===== src/rtl/fsm_seq_pkg.sv =====
// Shared types and constants for the FSM-equivalence sequencer.
// Controller states, symbol/output widths and the shared FSM state codes.
package fsm_seq_pkg;

  localparam int unsigned SYM_W     = 2;
  localparam int unsigned FSM_OUT_W = 3;

  typedef enum logic [1:0] {
    ST_IDLE  = 2'd0,
    ST_CLR   = 2'd1,
    ST_RUN   = 2'd2,
    ST_DRAIN = 2'd3
  } ctrl_state_e;

  typedef enum logic [FSM_OUT_W-1:0] {
    FS_S0 = 3'd0,
    FS_S1 = 3'd1,
    FS_S2 = 3'd2,
    FS_S3 = 3'd3,
    FS_S4 = 3'd4,
    FS_S5 = 3'd5,
    FS_S6 = 3'd6
  } fsm_code_e;

  typedef logic [SYM_W-1:0]     sym_t;
  typedef logic [FSM_OUT_W-1:0] fsm_out_t;

  // True when all three FSM implementations report the same state.
  function automatic logic outs_agree(fsm_out_t a, fsm_out_t b, fsm_out_t c);
    return (a == b) && (b == c);
  endfunction

endpackage


===== src/rtl/fsm_sequencer_buffer.sv =====
// Program buffer: DEPTH x 2-bit register array, one write port and
// a combinational read at an arbitrary index.
module seq_buffer
  import fsm_seq_pkg::*;
#(
  parameter int unsigned DEPTH = 16
) (
  input  logic                     clk,
  input  logic                     we_i,
  input  logic [$clog2(DEPTH)-1:0] waddr_i,
  input  sym_t                     wdata_i,
  input  logic [$clog2(DEPTH)-1:0] raddr_i,
  output sym_t                     rdata_o
);

  sym_t mem_q [DEPTH];

  // Contents need no reset; only indices below count are ever replayed.
  always_ff @(posedge clk) begin
    if (we_i) begin
      mem_q[waddr_i] <= wdata_i;
    end
  end

  assign rdata_o = mem_q[raddr_i];

endmodule


===== src/rtl/fsm_sequencer.sv =====
// Replays a stored symbol program into three FSM implementations and
// cross-checks their outputs; the checker exists only with FSMSEQ_CHECK_EN.
module fsm_sequencer
  import fsm_seq_pkg::*;
#(
  parameter int unsigned DEPTH = 16
) (
  input  logic                     clk,
  input  logic                     reset,
  input  logic                     clr,
  input  logic                     wr_en,
  input  logic [SYM_W-1:0]         wr_sym,
  input  logic                     start,
  input  logic                     abort,
  output logic [$clog2(DEPTH):0]   count,
  output logic                     full,
  output logic                     busy,
  output logic                     done,
  output logic [SYM_W-1:0]         fsm_a,
  output logic                     fsm_rst_n,
  input  logic [FSM_OUT_W-1:0]     s_case,
  input  logic [FSM_OUT_W-1:0]     s_mem,
  input  logic [FSM_OUT_W-1:0]     s_gate,
  output logic                     mismatch,
  output logic [$clog2(DEPTH)-1:0] err_step,
  output logic [FSM_OUT_W-1:0]     final_state
);

  localparam int unsigned AW = $clog2(DEPTH);
  localparam int unsigned CW = AW + 1;

  ctrl_state_e    state_q, state_d;
  logic [CW-1:0]  count_q, count_d;
  logic [AW-1:0]  step_q, step_d;
  sym_t           fsm_a_q, fsm_a_d;
  logic           rst_n_q, rst_n_d;
  logic           done_q, done_d;
  logic           full_q, full_d;
  logic           busy_q, busy_d;
  fsm_out_t       final_q, final_d;
  logic           wr_do;
  logic [AW-1:0]  rd_idx;
  sym_t           rd_sym;

  seq_buffer #(
    .DEPTH(DEPTH)
  ) u_buf (
    .clk    (clk),
    .we_i   (wr_do),
    .waddr_i(count_q[AW-1:0]),
    .wdata_i(wr_sym),
    .raddr_i(rd_idx),
    .rdata_o(rd_sym)
  );

  always_ff @(posedge clk or posedge reset) begin
    if (reset) begin
      state_q <= ST_IDLE;
      count_q <= '0;
      step_q  <= '0;
      fsm_a_q <= '0;
      rst_n_q <= 1'b0;
      done_q  <= 1'b0;
      full_q  <= 1'b0;
      busy_q  <= 1'b0;
      final_q <= FS_S0;
    end else begin
      state_q <= state_d;
      count_q <= count_d;
      step_q  <= step_d;
      fsm_a_q <= fsm_a_d;
      rst_n_q <= rst_n_d;
      done_q  <= done_d;
      full_q  <= full_d;
      busy_q  <= busy_d;
      final_q <= final_d;
    end
  end

  // Next state and next registered outputs; outputs describe the state being entered.
  always_comb begin
    state_d = state_q;
    count_d = count_q;
    step_d  = step_q;
    fsm_a_d = fsm_a_q;
    rst_n_d = 1'b1;
    done_d  = 1'b0;
    final_d = final_q;
    wr_do   = 1'b0;
    rd_idx  = '0;

    case (state_q)
      ST_IDLE: begin
        fsm_a_d = '0;
        if (start && (count_q != '0)) begin
          state_d = ST_CLR;
          step_d  = '0;
          rst_n_d = 1'b0;
          final_d = FS_S0;
        end else if (clr) begin
          count_d = '0;
        end else if (wr_en && !full_q) begin
          wr_do   = 1'b1;
          count_d = count_q + CW'(1);
        end
      end
      ST_CLR: begin
        if (abort) begin
          state_d = ST_IDLE;
          rst_n_d = 1'b0;
          fsm_a_d = '0;
        end else begin
          state_d = ST_RUN;
          step_d  = '0;
          fsm_a_d = rd_sym;
        end
      end
      ST_RUN: begin
        if (abort) begin
          state_d = ST_IDLE;
          rst_n_d = 1'b0;
          fsm_a_d = '0;
        end else if ((CW'(step_q) + CW'(1)) == count_q) begin
          state_d = ST_DRAIN;
        end else begin
          step_d  = step_q + AW'(1);
          rd_idx  = step_q + AW'(1);
          fsm_a_d = rd_sym;
        end
      end
      ST_DRAIN: begin
        state_d = ST_IDLE;
        fsm_a_d = '0;
        if (abort) begin
          rst_n_d = 1'b0;
        end else begin
          done_d  = 1'b1;
          final_d = s_case;
        end
      end
      default: begin
        state_d = ST_IDLE;
      end
    endcase

    full_d = (count_d == CW'(DEPTH));
    busy_d = (state_d != ST_IDLE);
  end

  assign count       = count_q;
  assign full        = full_q;
  assign busy        = busy_q;
  assign done        = done_q;
  assign fsm_a       = fsm_a_q;
  assign fsm_rst_n   = rst_n_q;
  assign final_state = final_q;

`ifdef FSMSEQ_CHECK_EN
  logic          cmp_en;
  logic [AW-1:0] cmp_idx;
  logic          mis_q, mis_d;
  logic [AW-1:0] err_q, err_d;

  // FSM outputs lag the stimulus by one edge, so the examined symbol is one behind.
  always_comb begin
    cmp_en  = 1'b0;
    cmp_idx = step_q - AW'(1);
    if (!abort) begin
      if ((state_q == ST_RUN) && (step_q != '0)) begin
        cmp_en = 1'b1;
      end
      if (state_q == ST_DRAIN) begin
        cmp_en  = 1'b1;
        cmp_idx = AW'(count_q - CW'(1));
      end
    end
  end

  always_comb begin
    mis_d = mis_q;
    err_d = err_q;
    if ((state_q == ST_IDLE) && (state_d == ST_CLR)) begin
      mis_d = 1'b0;
      err_d = '0;
    end else if (cmp_en && !outs_agree(s_case, s_mem, s_gate)) begin
      mis_d = 1'b1;
      if (!mis_q) begin
        err_d = cmp_idx;
      end
    end
  end

  always_ff @(posedge clk or posedge reset) begin
    if (reset) begin
      mis_q <= 1'b0;
      err_q <= '0;
    end else begin
      mis_q <= mis_d;
      err_q <= err_d;
    end
  end

  assign mismatch = mis_q;
  assign err_step = err_q;
`else
  logic unused_s;
  assign unused_s = ^{s_mem, s_gate};
  assign mismatch = 1'b0;
  assign err_step = '0;
`endif

endmodule


===== config.mk =====
export PLATFORM = sky130hd
export DESIGN_NAME = fsm_sequencer
export DESIGN_NICKNAME = d
export VERILOG_FILES = /design/src/rtl/fsm_seq_pkg.sv /design/src/rtl/fsm_sequencer_buffer.sv /design/src/rtl/fsm_sequencer.sv
export SDC_FILE = /design/constraint.sdc
export NUM_CORES = 1
export LEC_CHECK = 0
export ABC_AREA = 1
export CORE_UTILIZATION = 30
export DETAILED_ROUTE_END_ITERATION = 7
export REMOVE_ABC_BUFFERS = 1
export SLEW_MARGIN = 20
export SYNTH_ARGS = -nofsm -noshare
export SYNTH_HDL_FRONTEND = slang
export SYNTH_SLANG_ARGS = --single-unit

===== constraint.sdc =====
create_clock -name clk -period 2.9 [get_ports clk]
set_input_delay 0.58 -clock clk [delete_from_list [all_inputs] [get_ports clk]]
set_output_delay 0.58 -clock clk [all_outputs]
set_load 0.01 [all_outputs]

==> run summary, run 1 <==
Layout Nets: 347
cells along the critical path: inv_1 -> ha_1 -> nand3_1 -> nand2_1 -> nand2_1 -> nor2_1 -> inv_1 -> nor2_1 -> nand2_1 -> nor2_1
Syn Area/Cell: 9.50 um2
final count of hold timing violations: 0
Hold Path Class: reg2reg
Post-Synth Adder-Cell Area: 4.96%
Final setup viols: 0
fin crit period: 2.43 ns
DRT iter0 DRCs: 163
Worst-Margin Slew: 0.732 ns
largest family of logic cells by synthesized area: simple AND/OR/NAND/NOR gates
Clk Latency, worst-skew pair: 0.30 ns
f_max: 411 MHz
Fill cells: 913
Synth Register Bits: 52
vias in the first global route: 1949
area delta synth->final: 13.7%
clk sinks: 52
reg2reg start: count[0]
Synth Area in Compound Gates: 3.20%
Pins Over Slew Limit: 0
top cell type's share of synthesized area: 34.6%
peak supply drop: 0.000361 V
GRT Resource Usage Total: 12.3%
Worst Slack Setup Final: 0.466 ns
post-synthesis mux area share: 0%
# hold bufs at CTS: 0
CP peak stage delay: 0.46 ns
post-route ant nets: 0
post-synthesis simple-gate area fraction: 29.3%
hold path endpoint: final_state[1]
critical path class: reg2reg
reg2reg end: u_buf.mem_q[2][0]
PwrDens: 728 mW/mm2
CP Capture Type: flip-flop
sw power: 0.000921 W
Post-Route Skew: 0.0133 ns
Worst setup SP type: flip-flop
hold depth: 2
Post-DP HPWL: 4180 um
Routed WL: 5560 um
gr ovfl total: 0
Post-CTS Setup Repair Bufs: 0
Worst Reg-to-Reg Cells: 10
Port Buffers: 24
unrepaired setup endpoints after global routing: false
diode count: 0
most area-consuming cells after synthesis: edfxtp_1 35%, dfrtp_1 18%, nand3_1 9.6%, nand2_1 8.1%, ha_1 5.0%
critical path arrival: 2.43 ns
Cell variety after synth: 30
Resized Gates After CTS: 0
Switching Fraction: 40.1%
CTS H-tree depth: 2
iteration count of the initial detailed-routing pass: 6
DRC Markers: 0
placed cell area: 0.00307 mm2
Seq/Total Area, Yosys: 52.7%
internal power: 0.00137 W
antenna violations before repair: 0
Slew HR: 51.1%
fraction of layout cells with a size suffix above 1: 9.06%
CTS Root Cell: clkbuf_8
slowest stage cell, crit path: dfrtp_1
setup TNS: 0 ns
area occupied by multi-input gates: 0.00109 mm2
CP bufs+invs: 2
Sequential Power Share: 41.9%
Clock power frac: 17.3%
Starting Density: 31.3%
period utilisation layout: 83.9%
pin count of the biggest net entering global routing: 22
Comb power frac: 40.8%
CTS Buf Count: 5
Clock transition at path regs: 0.09 ns
utilization after layout: 35.6%
die area: 0.00964 mm2
commonest non-fill, non-tap cell in the layout: nand2_1
reg2reg setup slack: 0.47 ns
Worst EP required: 2.89 ns
yosys synthesis warning count: 0
WL per Instance: 13.0 um
P_leak: 1.31 nW
most frequent cells in the layout: 60 x nand2_1, 53 x nand3_1, 32 x edfxtp_1, 30 x inv_1, 27 x nor2_1
CTS tree: built
die span in x: 98.2 um
Ports: 36
register area: 0.00146 mm2
Synth area leader: edfxtp_1
Max-Cap Viols: 0
synthesized instance count: 292
Clock Path Buffers: 2
row cnt: 34
cell area after layout: 0.00315 mm2
core area: 0.00885 mm2
outcome: finished, final reports clean
CP Max Fanout: 6
Synth Area in XOR/XNOR: 1.26%
Hold Startpoint: final_state[1]
CP delay by family, top: simple AND/OR/NAND/NOR gates
first-pass GRT wire length: 9360 um
via count: 2030
pre-CTS WS: 0.425 ns
post-synthesis cell area: 0.00277 mm2
gpl congestion: 0.804
drt via density: 4.74
die height: 98.2 um
Yosys cell counts, drive strengths merged:
| master | instances |
|---|---|
| conb | 1 |
| nand3 | 61 |
| xor2 | 3 |
| o21ai | 6 |
| xnor2 | 1 |
| nand4 | 3 |
| o211ai | 2 |
| inv | 34 |
| dfrtp | 20 |
| nand2 | 66 |
| ha | 11 |
| edfxtp | 32 |
| a21boi | 1 |
| nor2 | 30 |
| buf | 10 |
| a31oi | 1 |
| nor3 | 4 |
| a21oi | 6 |
sequential cells by signal, summed over array words and instances (netlist names):
register     flops
u_buf.mem_q     32
final_state      3
fsm_a            2
busy             1
state_q          2
done             1
fsm_rst_n        1
count            5
step_q           4
full             1
worst reg2reg max path, stage by stage, from the launching register on:
cell,delay [ns]
dfrtp_1,0.46
inv_1,0.16
ha_1,0.20
nand3_1,0.12
nand2_1,0.13
nand2_1,0.14
nor2_1,0.18
inv_1,0.11
nor2_1,0.21
nand2_1,0.21
nor2_1,0.21
worst max path at each step:
stage | start | to | cells past startpoint
after floorplan | state_q[0] | fsm_a[0] | 11
after global placement | start | u_buf.mem_q[2][0] | 8
after detailed placement | start | u_buf.mem_q[2][1] | 8
after CTS | count[0] | u_buf.mem_q[2][0] | 10
after global routing | count[0] | u_buf.mem_q[2][0] | 10
final | count[0] | u_buf.mem_q[2][0] | 10
through the flow:
step / hold WS, ns / total power, W / instances
2_1_floorplan: 0.516 / 0.00161 / 286
3_3_place_gp: 0.469 / 0.00190 / 420
3_5_place_dp: 0.481 / 0.00192 / 420
4_1_cts: 0.504 / 0.00232 / 428
5_1_grt: 0.523 / 0.00246 / 428
6_report: 0.496 / 0.00229 / 428
metal layers:
layer	GRT usage [%]	share of wire (%)	up-vias
li1	-	-	1012
met1	15.6	46	964
met2	21.4	48	48
met3	2.51	4.2	6
met4	2.76	0.83	0
met5	0	0	-
power groups by stage:
stage | clock network, W | registers, W | logic (W)
after floorplan | 0 | 0.000978 | 0.000628
after global placement | 0 | 0.000977 | 0.000924
after detailed placement | 0 | 0.000977 | 0.000938
after CTS | 0.000411 | 0.000962 | 0.000943
after global routing | 0.000435 | 0.000976 | 0.00105
final | 0.000397 | 0.000961 | 0.000936
layout make-up:
class                           count  area share, %
Inverter                           34           4.05
Sequential cell                    52           46.3
Timing Repair Buffer               26           8.10
Multi-Input combinational cell    200           34.7
Tap cell                          108           4.29
Clock buffer                        8           2.54
kinds of logic after synthesis:
logic type | count (synthesis)
XOR/XNOR | 4
other | 1
flip-flops | 52
AND/OR/NAND/NOR | 164
buffers and inverters | 44
adder cells (fa/ha/maj) | 11
AO/OA/AOI/OAI | 16
Power figures use the tool's default switching activity.
==> run 2: changes to the inputs <==
Clock period 2.9 ns to 2.3 ns, I/O delays scaled along.
==> run summary, run 2 (synthesis gave the netlist of run 1 again) <==
outcome: finished, final reports clean
clk sinks: 52
peak supply drop: 0.000442 V
WL per Instance: 12.7 um
max reg flops: 32
placed cell area: 0.00321 mm2
Fill cells: 901
period utilisation layout: 93.2%
Clk Latency, worst-skew pair: 0.30 ns
pin count of the biggest net entering global routing: 21
CTS H-tree depth: 2
row cnt: 34
critical path arrival: 2.34 ns
CP Max Fanout: 10
Hold Path Class: in2async
fraction of layout cells with a size suffix above 1: 17.2%
Max-Cap Viols: 0
P_leak: 1.41 nW
Pins Over Slew Limit: 0
met2 wire length: 2810 um
first-pass GRT wire length: 9400 um
Post-DP HPWL: 4370 um
Layout Nets: 365
final count of hold timing violations: 0
gpl congestion: 0.801
CTS Root Cell: clkbuf_8
unrepaired setup endpoints after global routing: false
PwrDens: 940 mW/mm2
core area: 0.00885 mm2
CTS tree: built
die height: 98.2 um
GRT Resource Usage Total: 12.4%
Clock Path Buffers: 2
CP startpoint: step_q[1]
die area: 0.00964 mm2
cell area after layout: 0.00333 mm2
met1 wire length: 2670 um
Final setup viols: 0
Worst EP required: 2.50 ns
DR top layer: met3
vias in the first global route: 1954
drt via density: 4.53
critical path class: reg2reg
Clock transition at path regs: 0.09 ns
Slew HR: 63.4%
via count: 2020
CTS Buf Count: 5
CP Capture Type: flip-flop
DRT iter0 DRCs: 124
DRC Markers: 0
die span in x: 98.2 um
f_max: 467 MHz
Post-Route Skew: 0.00319 ns
Starting Density: 31.3%
gr ovfl total: 0
met3 WL: 205 um
setup TNS: 0 ns
post-route ant nets: 0
reg2reg start: step_q[1]
antenna violations before repair: 0
Worst-Margin Slew: 0.548 ns
Worst setup SP type: flip-flop
Ports: 36
diode count: 0
iteration count of the initial detailed-routing pass: 7
Most flops, register: u_buf.mem_q
Port Buffers: 24
most frequent cells in the layout: 56 x nand2_1, 53 x nand3_1, 32 x edfxtp_1, 30 x inv_1, 24 x clkdlybuf4s50_1
Pwr Total: 0.00313 W
commonest non-fill, non-tap cell in the layout: nand2_1
fin crit period: 2.14 ns
utilization after layout: 37.7%
area delta synth->final: 20.1%
Routed WL: 5680 um
## run 2: cell types whose count changed in the layout (fill, tap and decap cells not counted), sizes merged
cell    previous run  this run
buf                2        20
clkbuf             8         7
clkinv             0         1
## run 2: what timing repair did
action,CTS,global route
endpoints found under the setup margin,0,34
hold buffers,0,0
resized for setup,0,11
setup buffers,0,1
## run 2: layout make-up
cell class                      count  area, um2  area share, %
Multi-Input combinational cell    200       1120           33.7
Clock buffer                        7       76.3           2.29
Sequential cell                    52       1460           43.9
Clock inverter                      1       5.00          0.150
Timing Repair Buffer               44        403           12.1
Inverter                           34        128           3.83
Tap cell                          108        135           4.06
## run 2: worst max-delay path: stages, from the launching register on
cell	delay [ns]
dfrtp_1	0.42
ha_1	0.32
xnor2_1	0.17
nand3_1	0.15
nor2_4	0.14
nand2_4	0.12
buf_4	0.20
nand3_1	0.07
nand3_1	0.08
nand3_1	0.10
nand3_1	0.11
nand3_1	0.11
nand2_1	0.05
## run 2: routing by layer
layer	global-route usage [%]	up-vias
met3	2.51	0
met4	2.76	0
met5	0	-
li1	-	1048
met1	16.4	924
met2	21.0	48
## run 2: path summary, 6_finish.rpt
check,depth (start not counted),slack [ns],to
max,12,0.16,fsm_a[0]
min,3,0.47,full
max reg2reg,12,0.16,fsm_a[0]
min reg2reg,2,0.49,fsm_a[0]
max in group asynchronous,3,1.61,busy
min in group clk,2,0.49,fsm_a[0]
## run 2: report_power, final
group / internal (W) / switching (W) / leakage [nW] / total [W]
Clock: 0.000214 / 0.000281 / 0.0422 / 0.000495
Combinational: 0.000597 / 0.000886 / 0.816 / 0.00148
Sequential: 0.00110 / 0.0000566 / 0.555 / 0.00115
Total: 0.00191 / 0.00122 / 1.41 / 0.00313
## run 2: per-stage QoR
stage | hold slack, ns | setup slack (ns) | cells
CTS | 0.476 | 0.0887 | 445
detailed placement | 0.470 | 0.0775 | 437
global route | 0.510 | 0.00753 | 446
finish | 0.472 | 0.157 | 446
global placement | 0.469 | 0.0858 | 437
floorplan | 0.424 | -0.0288 | 286
==> run 3: changes to the inputs <==
Settings changed: PLACE_DENSITY set to 0.55.
==> run summary, run 3 (synthesis gave the netlist of run 1 again) <==
critical path arrival: 2.12 ns
Switching Fraction: 38.0%
Routed WL: 5960 um
sw power: 0.00126 W
failing checks: design-rule violations
Final setup viols: 0
Post-Route Skew: 0.00470 ns
critical path class: reg2reg
P_leak: 1.42 nW
internal power: 0.00207 W
die span in x: 98.2 um
Ports: 36
most frequent cells in the layout: 60 x nand2_1, 53 x nand3_1, 32 x edfxtp_1, 30 x inv_1, 24 x clkdlybuf4s50_1
f_max: 476 MHz
Clk Latency, worst-skew pair: 0.31 ns
commonest non-fill, non-tap cell in the layout: nand2_1
unrepaired setup endpoints after global routing: true
antenna violations before repair: 0
die area: 0.00964 mm2
iteration count of the initial detailed-routing pass: 8
fin crit period: 2.10 ns
CTS Buf Count: 5
Slew HR: 62.8%
gr ovfl total: 0
drt via density: 4.67
Starting Density: 31.3%
Worst-Margin Slew: 0.556 ns
GRT Resource Usage Total: 13.1%
WHS: 0.462 ns
Clock Path Buffers: 2
Clock power frac: 19.4%
DRC Markers: 2
WL per Instance: 13.4 um
via count: 2080
Layout Nets: 364
max reg flops: 32
pin count of the biggest net entering global routing: 21
final count of hold timing violations: 0
core area: 0.00885 mm2
outcome: finished with violations
CTS Root Cell: clkbuf_8
die height: 98.2 um
peak supply drop: 0.000482 V
Pins Over Slew Limit: 0
period utilisation layout: 91.4%
Hold Path Class: in2async
Sequential Power Share: 34.6%
DRT iter0 DRCs: 94
# hold bufs at CTS: 0
Comb power frac: 46.0%
Worst Reg-to-Reg Cells: 10
diode count: 0
Port Buffers: 24
gpl congestion: 0.791
Most flops, register: u_buf.mem_q
PwrDens: 989 mW/mm2
Worst setup SP type: flip-flop
post-route ant nets: 0
utilization after layout: 38.1%
Post-DP HPWL: 4380 um
CP Max Fanout: 4
Max-Cap Viols: 0
first-pass GRT wire length: 9690 um
CP Capture Type: flip-flop
Clock transition at path regs: 0.10 ns
setup TNS: 0 ns
CTS H-tree depth: 2
CTS tree: built
area delta synth->final: 21.4%
vias in the first global route: 2004
clk sinks: 52
fraction of layout cells with a size suffix above 1: 16.9%
row cnt: 34
Worst EP required: 2.32 ns
run 3: final cells by class:
type	count	area (um2)
clock buffers	6	72.6
clock inverters	2	38.8
fillers	890	5480
inverters	34	128
multi-input cells	200	1120
flip-flops and latches	52	1460
well taps	108	135
repair buffers	43	408
run 3: metal layers:
metal	up-vias	track usage (%)	wire length, um
met3	9	2.51	202
met4	0	5.28	105
li1	1050	-	-
met2	42	21.9	2880
met5	-	0	0
met1	979	16.6	2770
run 3: what timing repair did:
action | in CTS | in global routing
gates resized for setup | 0 | 10
endpoints found under the setup margin | 0 | 34
setup buffers | 0 | 4
run 3: metrics by stage:
stage | total power [W] | std cells | cell area [um2] | setup WS [ns]
CTS | 0.00322 | 441 | 3290 | 0.0735
global placement | 0.00256 | 433 | 3180 | 0.0734
global route | 0.00357 | 445 | 3370 | -0.0457
detailed placement | 0.00257 | 433 | 3180 | 0.0591
finish | 0.00333 | 445 | 3370 | 0.198
floorplan | 0.00203 | 286 | 2680 | -0.0288
run 3: power groups by stage:
stage | Combinational (W) | Clock (W) | Sequential [W]
after floorplan | 0.000792 | 0 | 0.00123
after global placement | 0.00139 | 0 | 0.00117
after detailed placement | 0.00139 | 0 | 0.00118
after CTS | 0.00140 | 0.000657 | 0.00116
after global routing | 0.00171 | 0.000689 | 0.00117
final | 0.00153 | 0.000645 | 0.00115
run 3: worst paths after layout:
check | slack, ns | start | endpoint
worst max-delay path | 0.20 | count[1] | u_buf.mem_q[5][1]
worst min-delay path | 0.46 | reset | count[1]
worst max register to register | 0.20 | count[1] | u_buf.mem_q[5][1]
worst min register to register | 0.50 | fsm_a[0] | fsm_a[0]
max in group asynchronous | 1.60 | reset | step_q[1]
min in group clk | 0.50 | fsm_a[0] | fsm_a[0]
run 3: worst max-delay path: stages (launching register included):
cell     delay [ns]
dfrtp_1        0.39
inv_1          0.12
ha_1           0.19
nand3_1        0.12
nand2_1        0.11
nand2_1        0.10
nor2_1         0.15
inv_1          0.08
nor2_2         0.15
nand2_1        0.19
nor2_1         0.20
